--- config.mk ---
export PLATFORM = sky130hd
export DESIGN_NAME = fir_ctrl
export DESIGN_NICKNAME = d
export VERILOG_FILES = /design/src/rtl/fir_ctrl.sv
export SDC_FILE = /design/constraint.sdc
export NUM_CORES = 1
export LEC_CHECK = 0
export CAP_MARGIN = 20
export CORE_UTILIZATION = 35
export CTS_CLUSTER_DIAMETER = 150
export DETAILED_ROUTE_END_ITERATION = 10
export GPL_ROUTABILITY_DRIVEN = 0
export PLACE_DENSITY = 0.7
export SETUP_SLACK_MARGIN = 0.15
export SLEW_MARGIN = 20
export SYNTH_ARGS = -nofsm -noshare
export SYNTH_HDL_FRONTEND = slang
export SYNTH_SLANG_ARGS = --single-unit
--- constraint.sdc ---
create_clock -name clk -period 4.6 [get_ports clk]
set_clock_uncertainty 0.2 [all_clocks]
set_input_delay 0.46 -clock clk [delete_from_list [all_inputs] [get_ports clk]]
set_output_delay 0.46 -clock clk [all_outputs]
set_load 0.01 [all_outputs]
--- src/rtl/fir_ctrl.sv ---
// Sequencing controller for an 8-tap systolic FIR chain: coefficient bank, sample
// handshake, end-of-frame flush, tagged outputs. FIR_CTRL_SYM_COEF_EN mirrors coef writes.
module fir_ctrl_tap #(
  parameter int IDX  = 0,
  parameter int TAPS = 8
) (
  input  logic       clk,
  input  logic       rst_n,
  input  logic       we,
  input  logic [2:0] addr,
  input  logic [7:0] data,
  output logic [7:0] coef
);
  localparam logic [2:0] SELF = 3'(IDX);
  logic hit;
`ifdef FIR_CTRL_SYM_COEF_EN
  localparam logic [2:0] MIRR = 3'(TAPS - 1 - IDX);
  assign hit = we && (addr == SELF || addr == MIRR);
`else
  assign hit = we && (addr == SELF);
`endif

  always_ff @(posedge clk or negedge rst_n)
    if (!rst_n)   coef <= '0;
    else if (hit) coef <= data;
endmodule

module fir_ctrl #(
  parameter int TAPS     = 8,
  parameter int PIPE_LAT = 16
) (
  input  logic                clk,
  input  logic                rst_n,
  input  logic                start,
  output logic                busy,
  output logic                done,
  input  logic                coef_we,
  input  logic [2:0]          coef_addr,
  input  logic [7:0]          coef_data,
  output logic                coef_err,
  input  logic                in_valid,
  output logic                in_ready,
  input  logic [7:0]          in_data,
  input  logic                in_last,
  output logic [7:0]          pe_xin,
  output logic [8*TAPS-1:0]   pe_cin,
  output logic [15:0]         pe_yin,
  input  logic [15:0]         pe_yout,
  output logic                out_valid,
  output logic [15:0]         out_data,
  output logic                out_last
);
  localparam int CW = $clog2(PIPE_LAT + 2);

  typedef enum logic [1:0] {IDLE, RUN, FLUSH} state_t;
  state_t         state, state_nxt;
  logic [CW-1:0]  flush_cnt, flush_cnt_nxt;
  logic           acc, done_nxt, coef_wr, addr_ok;
  logic [PIPE_LAT:0] vld_pipe, lst_pipe;

  assign busy    = (state != IDLE);
  assign pe_yin  = '0;
  assign addr_ok = ({29'b0, coef_addr} < 32'(TAPS));
  assign coef_wr = coef_we && (state == IDLE);

  for (genvar g = 0; g < TAPS; g++) begin : g_tap
    fir_ctrl_tap #(.IDX(g), .TAPS(TAPS)) u_tap (
      .clk  (clk),
      .rst_n(rst_n),
      .we   (coef_wr),
      .addr (coef_addr),
      .data (coef_data),
      .coef (pe_cin[8*g +: 8])
    );
  end

  always_ff @(posedge clk or negedge rst_n)
    if (!rst_n) begin
      state     <= IDLE;
      flush_cnt <= '0;
    end else begin
      state     <= state_nxt;
      flush_cnt <= flush_cnt_nxt;
    end

  always_comb begin
    state_nxt     = state;
    flush_cnt_nxt = flush_cnt;
    done_nxt      = 1'b0;
    in_ready      = 1'b0;
    acc           = 1'b0;
    case (state)
      IDLE: if (start) state_nxt = RUN;
      RUN: begin
        in_ready = 1'b1;
        acc      = in_valid;
        if (in_valid && in_last) begin
          state_nxt     = FLUSH;
          flush_cnt_nxt = CW'(PIPE_LAT);
        end
      end
      FLUSH: begin
        // counts PIPE_LAT..0, so the drain spans PIPE_LAT+1 cycles
        if (flush_cnt == '0) begin
          state_nxt = IDLE;
          done_nxt  = 1'b1;
        end else begin
          flush_cnt_nxt = flush_cnt - 1'b1;
        end
      end
      default: state_nxt = IDLE;
    endcase
  end

  // Bubbles still push a zero into the chain; only the tag marks them invalid.
  always_ff @(posedge clk or negedge rst_n)
    if (!rst_n) begin
      pe_xin    <= '0;
      vld_pipe  <= '0;
      lst_pipe  <= '0;
      out_valid <= 1'b0;
      out_last  <= 1'b0;
      out_data  <= '0;
      done      <= 1'b0;
      coef_err  <= 1'b0;
    end else begin
      pe_xin    <= acc ? in_data : 8'd0;
      vld_pipe  <= {vld_pipe[PIPE_LAT-1:0], acc};
      lst_pipe  <= {lst_pipe[PIPE_LAT-1:0], acc & in_last};
      out_valid <= vld_pipe[PIPE_LAT];
      out_last  <= lst_pipe[PIPE_LAT];
      out_data  <= pe_yout;
      done      <= done_nxt;
      coef_err  <= coef_we && (state != IDLE) && addr_ok;
    end
endmodule

==> metrics.log, run 1 <==
INFO  metric leading_cell_type_by_number_of_instances_after_synthesis = dfrtp_1
INFO  metric nFillCells = 1050
INFO  metric avgSynthCellArea = 17.0 sq um
INFO  metric whs = -29.8 ps
INFO  metric crit_fanout = 10
INFO  metric synth_edf_count = 0
INFO  metric crit_path_start_kind = flop
INFO  metric multi_input_area = 1180 sq um
INFO  metric period_share = 59.4%
INFO  metric rr_endpoint = g_tap[2].u_tap.coef[7]$_DFFE_PN0P_
INFO  metric via_per_inst = 4.42
INFO  metric netlist_top_cells_area = dfrtp_1 72%, mux2_2 12%, mux2_4 5.2%
INFO  metric worst_ir_drop_vdd = 292 uV
INFO  metric worst_margin_slew = 944 ps
INFO  metric grt_max_degree = 134
INFO  metric clockBufferDepth = 2
INFO  metric dieArea = 13700 sq um
INFO  metric cp_data_required_time = 3940 ps
INFO  metric root_buffer = clkbuf_16
INFO  metric min-delay-path-class = in2async
INFO  metric design.final.nets = 460
INFO  metric yosysUniqueCellTypes = 35
INFO  metric leading_post_synthesis_cells_by_instance_count = 133 x dfrtp_1, 48 x mux2_2, 16 x buf_4, 16 x mux2_4, 8 x and3_1
INFO  metric detail_route.wl_per_cell = 15.8 microns
INFO  metric antenna_found_initial = 0
INFO  metric num_vias = 2663
INFO  metric worstSetupPathType = reg2out
INFO  metric drv_slew = 0
INFO  metric net-switching-power = 1.22 mW
INFO  metric timing.reg2reg.setup_slack = 2280 ps
INFO  metric cts.repair_timing.setup_buffer_count = 0
INFO  metric fin_tns_setup = 0 ps
INFO  metric combinationalPowerShare = 28.8%
INFO  metric globalRouteTotalUtil = 15.4%
INFO  metric cts_tree = built
INFO  metric postLayoutCoreUtil = 52.7%
INFO  metric failed_checks = negative hold slack
INFO  metric grt_first_pass_wirelength = 15.0 mm
INFO  metric synth.largest_area_cell = dfrtp_1
INFO  metric grt_setup_unrepaired = no
INFO  metric antenna_violating_nets_post_route = 0
INFO  metric relSlewSlack = 37.1%
INFO  metric finalCriticalPeriod = 2730 ps
INFO  metric drv.max_cap_violation_count = 0
INFO  metric post-route-drc-count = 0
INFO  metric synth_cells = 273
INFO  metric post-layout-total-power = 4.63 mW
INFO  metric dieWidth = 117 microns
INFO  metric drt_first_iter_violations = 112
INFO  metric floorplan.core_area = 12800 sq um
INFO  metric post_synth_instance_area = 4630 sq um
INFO  metric timing.fmax = 366 MHz
INFO  metric pwr-share-seq = 39.0%
INFO  metric cp_data_arrival_time = 2070 ps
INFO  metric clock_power_share = 32.1%
INFO  metric synth_seq_area_share = 71.9%
INFO  metric static_leakage_power = 3.05 nW
INFO  metric run_status = finished with violations
INFO  metric hpwl = 6.48 mm
INFO  metric worst_setup_hold_path_clk_slew = 60 ps
INFO  metric drt_first_pass_iters = 4
INFO  metric globalRouteOverflowTotal = 0
INFO  metric postCtsResizedCells = 0
INFO  metric timing.reg2reg.worst_path_depth = 3
INFO  metric internal_power = 3.41 mW
INFO  metric number_of_buffers_inserted_for_hold_repair_after_clock_tree_synthesis = 0
INFO  metric diodes = 0
INFO  metric final_hold_viol_count = 57
INFO  metric synth_largest_type_area_fraction = 71.9%
INFO  metric grt_pass1_vias = 2789
INFO  metric flow.area_growth_from_synthesis = 45.5%
INFO  metric power_density_over_the_cells = 687 nW/um^2
INFO  metric h-tree-depth = 4
INFO  metric synthArstFlopShare = 100%
INFO  metric numClockSinks = 133
INFO  metric fp-row-count = 41
INFO  metric stdcell_count = 603
INFO  metric io_pins = 151
INFO  metric power_switching_share = 26.3%
INFO  metric postSynthRegisterBits = 133
INFO  metric tritoncts.num_buffers = 17
INFO  metric routed_wirelength = 9.50 mm
INFO  metric regToRegStartpoint = state[0]$_DFFE_PN0P_
INFO  metric initial_core_util = 36.3%
INFO  metric timing.critical_path.to_type = output port
INFO  metric drive_gt1_share = 24.8%
INFO  metric place.port_buffers = 134
INFO  metric number_of_endpoints_failing_setup_at_the_final_stage = 0
INFO  metric seq_area = 3330 sq um
INFO  metric ys_dominant_reg_cell = dfrtp_1
INFO  metric die-height = 117 microns
INFO  metric clock_latency_on_the_worst_skew_pair = 410 ps
INFO  metric yosysWarnings = 0
INFO  metric post-place-cells = 571
## kinds of logic after synthesis
kind of cell             synth area share, %
flip-flops                              71.9
adder cells (fa/ha/maj)                0.270
AND/OR/NAND/NOR                         5.57
buffers and inverters                   3.94
AO/OA/AOI/OAI                           1.40
multiplexers                            16.9
other                                 0.0810
## state kept, by name, indices dropped and copies added (netlist names)
register          cells
vld_pipe             17
state                 2
flush_cnt             5
lst_pipe             17
g_tap.u_tap.coef     64
coef_err              1
out_data             16
pe_xin                8
out_valid             1
done                  1
out_last              1
## worst max-delay path by stage
stage                              start                            endpoint  slack (ps)  cells after the start
global route        state[0]$_DFFE_PN0P_                            in_ready        1660                      2
CTS                 state[0]$_DFFE_PN0P_                            in_ready        1820                      2
finish              state[0]$_DFFE_PN0P_                            in_ready        1870                      2
global placement            coef_addr[0]  g_tap[3].u_tap.coef[7]$_DFFE_PN0P_        1950                      4
floorplan           state[0]$_DFFE_PN0P_  g_tap[1].u_tap.coef[0]$_DFFE_PN0P_        2410                      6
detailed placement          coef_addr[0]  g_tap[3].u_tap.coef[3]$_DFFE_PN0P_        1890                      4
## final cells by class
class / instances / share of cell area (%)
timing repair buffer: 134 / 20.0
sequential: 133 / 49.4
tap: 172 / 3.19
multi-input combinational: 129 / 17.5
clock inverter: 14 / 3.29
clock buffer: 18 / 6.52
inverter: 3 / 0.167
## power groups by stage
| stage | Sequential (mW) | Clock, mW | Combinational [mW] |
|---|---|---|---|
| 2_1_floorplan | 1.92 | 0 | 0.449 |
| 3_3_place_gp | 1.81 | 0 | 1.32 |
| 3_5_place_dp | 1.83 | 0 | 1.35 |
| 4_1_cts | 1.81 | 1.52 | 1.35 |
| 5_1_grt | 1.86 | 1.59 | 1.44 |
| 6_report | 1.81 | 1.49 | 1.33 |
## per-stage QoR
stage	area [sq um]	setup WS [ps]
after CTS	6730	1820
after global routing	6740	1660
after global placement	6070	1950
after floorplan	4690	2410
after detailed placement	6070	1890
final	6740	1870
## metal layers
layer,global-route usage (%),share of wire (%)
met2,24.3,50
met1,18.9,43
met3,5.41,5.7
met4,7.59,1.3
met5,0,0
## cells in the final DEF, fill, tap and decap left out, types with 4 or more instances in the layout
cell             Yosys  final
nand3_1              4      4
dfrtp_1            133    133
bufinv_16            0      5
clkbuf_16            0     17
conb_1               1     16
mux2_2              48     48
nor2_2               4      4
inv_6                0      4
clkdlybuf4s50_1      0    133
mux2_4              16     16
and3_1               8      8
## critical path, cell delays in order (launching register included)
cell and delay (ps):
dfrtp_1 530, nor2b_1 490, clkdlybuf4s50_1 640
No activity file was read; power rests on OpenSTA's default activity.
==> run 2: changes to the inputs <==
Clock period 4.6 ns to 2.75 ns, I/O delays scaled along.
==> run 2 against run 1 <==
- the flow now finishes without violations
- sequential share of layout area down 0.12 points
- first-iteration DRC count down 39%
- highest routed layer unchanged
- clock power up 55%
- non-clock buffer count up 6
- critical endpoint is now g_tap[1].u_tap.coef[2]$_DFFE_PN0P_
- largest cell class unchanged
==> metrics.log, run 2 (same netlist as run 1, synthesis figures left out) <==
INFO  metric timing.critical_path.to_type = flop
INFO  metric dieWidth = 117 microns
INFO  metric critical_path.top_delay_family = simple AND/OR/NAND/NOR gates
INFO  metric drv.max_cap_violation_count = 0
INFO  metric antenna_found_initial = 0
INFO  metric diodes = 0
INFO  metric place.port_buffers = 134
INFO  metric crit_fanout = 9
INFO  metric nFillCells = 1050
INFO  metric num_vias = 2692
INFO  metric fp-row-count = 41
INFO  metric finalCriticalPeriod = 2280 ps
INFO  metric fin_tns_setup = 0 ps
INFO  metric worst_path_buffer_plus_inverter_count = 0
INFO  metric floorplan.core_area = 12800 sq um
INFO  metric dieArea = 13700 sq um
INFO  metric grt_most_used_layer = met2
INFO  metric design.final.nets = 466
INFO  metric layout.cells.most_common_list = 133 x dfrtp_1, 133 x clkdlybuf4s50_1, 48 x mux2_2
INFO  metric number_of_endpoints_failing_setup_at_the_final_stage = 0
INFO  metric largestRegisters = g_tap.u_tap.coef x64, lst_pipe x17, vld_pipe x17
INFO  metric pwr-share-seq = 39.6%
INFO  metric flow.area_growth_from_synthesis = 45.9%
INFO  metric initial_core_util = 36.3%
INFO  metric clock_power_share = 30.5%
INFO  metric postLayoutCoreUtil = 52.9%
INFO  metric timing.fmax = 439 MHz
INFO  metric globalRouteOverflowTotal = 0
INFO  metric run_status = finished clean
INFO  metric cts_tree = built
INFO  metric crit_path_start_kind = flop
INFO  metric grt_first_pass_wirelength = 14.5 mm
INFO  metric final_hold_viol_count = 0
INFO  metric antenna_violating_nets_post_route = 0
INFO  metric internal_power = 5.62 mW
INFO  metric grt_pass1_vias = 2785
INFO  metric drt_first_iter_violations = 68
INFO  metric grt_setup_unrepaired = no
INFO  metric hpwl = 6.62 mm
INFO  metric crit_chain = or3b_1 > or4b_4 > mux2_4
INFO  metric met1_demand_to_capacity_share_in_global_routing = 16.9%
INFO  metric post-route-drc-count = 0
INFO  metric drv_slew = 0
INFO  metric postCtsResizedCells = 0
INFO  metric timing.reg2reg.setup_slack = 470 ps
INFO  metric routed_wirelength = 9.36 mm
INFO  metric io_pins = 151
INFO  metric grt_use_met2 = 24.2%
INFO  metric worst_ir_drop_vdd = 396 uV
INFO  metric cp_data_arrival_time = 2370 ps
INFO  metric globalRouteTotalUtil = 14.8%
INFO  metric critical_path.slowest_cell = or4b_4
INFO  metric drt_first_pass_iters = 3
INFO  metric via_per_inst = 4.43
INFO  metric worst_margin_slew = 623 ps
INFO  metric power_switching_share = 25.9%
INFO  metric root_buffer = clkbuf_16
INFO  metric combinationalPowerShare = 29.9%
INFO  metric h-tree-depth = 4
INFO  metric detail_route.wl_per_cell = 15.4 microns
INFO  metric max_ffs_per_register = 64
INFO  metric worstSetupPathType = reg2reg
INFO  metric min-delay-path-class = in2reg
INFO  metric relSlewSlack = 58.5%
INFO  metric clock_latency_on_the_worst_skew_pair = 410 ps
INFO  metric cts.repair_timing.setup_buffer_count = 0
INFO  metric cp_data_required_time = 2840 ps
INFO  metric period_share = 82.8%
INFO  metric static_leakage_power = 3.06 nW
INFO  metric worst_setup_hold_path_clk_slew = 50 ps
INFO  metric drive_gt1_share = 25.0%
INFO  metric crit_path_max_incr_delay = 620 ps
INFO  metric tritoncts.num_buffers = 17
INFO  metric global_route.usage.met3 = 6.02%
INFO  metric number_of_buffers_inserted_for_hold_repair_after_clock_tree_synthesis = 1
INFO  metric net-switching-power = 1.97 mW
INFO  metric grt_max_degree = 71
INFO  metric largest-register = g_tap.u_tap.coef
INFO  metric clockBufferDepth = 2
INFO  metric power_density_over_the_cells = 1120 nW/um^2
INFO  metric numClockSinks = 133
INFO  metric die-height = 117 microns
run 2: changes by cell type in the layout (fill, tap and decap cells not counted), moves of 2 or more:
cell	previous run	this run
clkbuf_1	0	2
inv_6	4	0
clkinvlp_4	0	2
buf_4	0	4
clkbuf_8	1	5
bufinv_16	5	3
clkinv_4	3	1
run 2: cell type report:
type | count | area, sq um | area share (%)
multi-input cells | 129 | 1180 | 17.4
inverters | 3 | 11.3 | 0.167
clock buffers | 24 | 502 | 7.43
clock inverters | 7 | 119 | 1.76
well taps | 172 | 215 | 3.19
repair buffers | 140 | 1400 | 20.8
flip-flops and latches | 133 | 3330 | 49.3
run 2: stage by stage:
step                      cell area (sq um)  total power [mW]  std cells  setup WS, ps  hold WS (ps)
after floorplan                        4690              3.96        288           557          -221
after global placement                 6120              5.26        576           312           108
after detailed placement               6120              5.35        576           288           123
after CTS                              6750              7.70        608           459          83.5
after global routing                   6750              8.01        608           399          86.8
final                                  6750              7.59        608           473           103
run 2: power groups by stage:
stage	sequential (mW)	clock, mW	combinational, mW
finish	3.01	2.31	2.27
global route	3.10	2.46	2.46
CTS	3.02	2.37	2.30
detailed placement	3.05	0	2.30
global placement	3.01	0	2.25
floorplan	3.21	0	0.751
run 2: worst register-to-register path, cell delays in order, from the launching register on:
cell and delay, ps:
dfrtp_1 480, or3b_1 510, or4b_4 630, mux2_4 340
run 2: worst paths after layout:
check	start	end	cells after the start
worst min-delay path	pe_yout[0]	out_data[0]$_DFF_PN0_	1
worst max-delay path	state[1]$_DFFE_PN0P_	g_tap[1].u_tap.coef[2]$_DFFE_PN0P_	3
max in group asynchronous	rst_n	g_tap[7].u_tap.coef[1]$_DFFE_PN0P_	3
worst min register to register	vld_pipe[15]$_DFF_PN0_	vld_pipe[16]$_DFF_PN0_	0
worst max register to register	state[1]$_DFFE_PN0P_	g_tap[1].u_tap.coef[2]$_DFFE_PN0P_	3
min in group asynchronous	rst_n	out_valid$_DFF_PN0_	2
run 2: metal layers:
metal | share of wire [%] | routed length, microns
met3 | 7.1 | 666
met2 | 49 | 4600
met1 | 42 | 3940
met4 | 1.7 | 159
met5 | 0 | 0
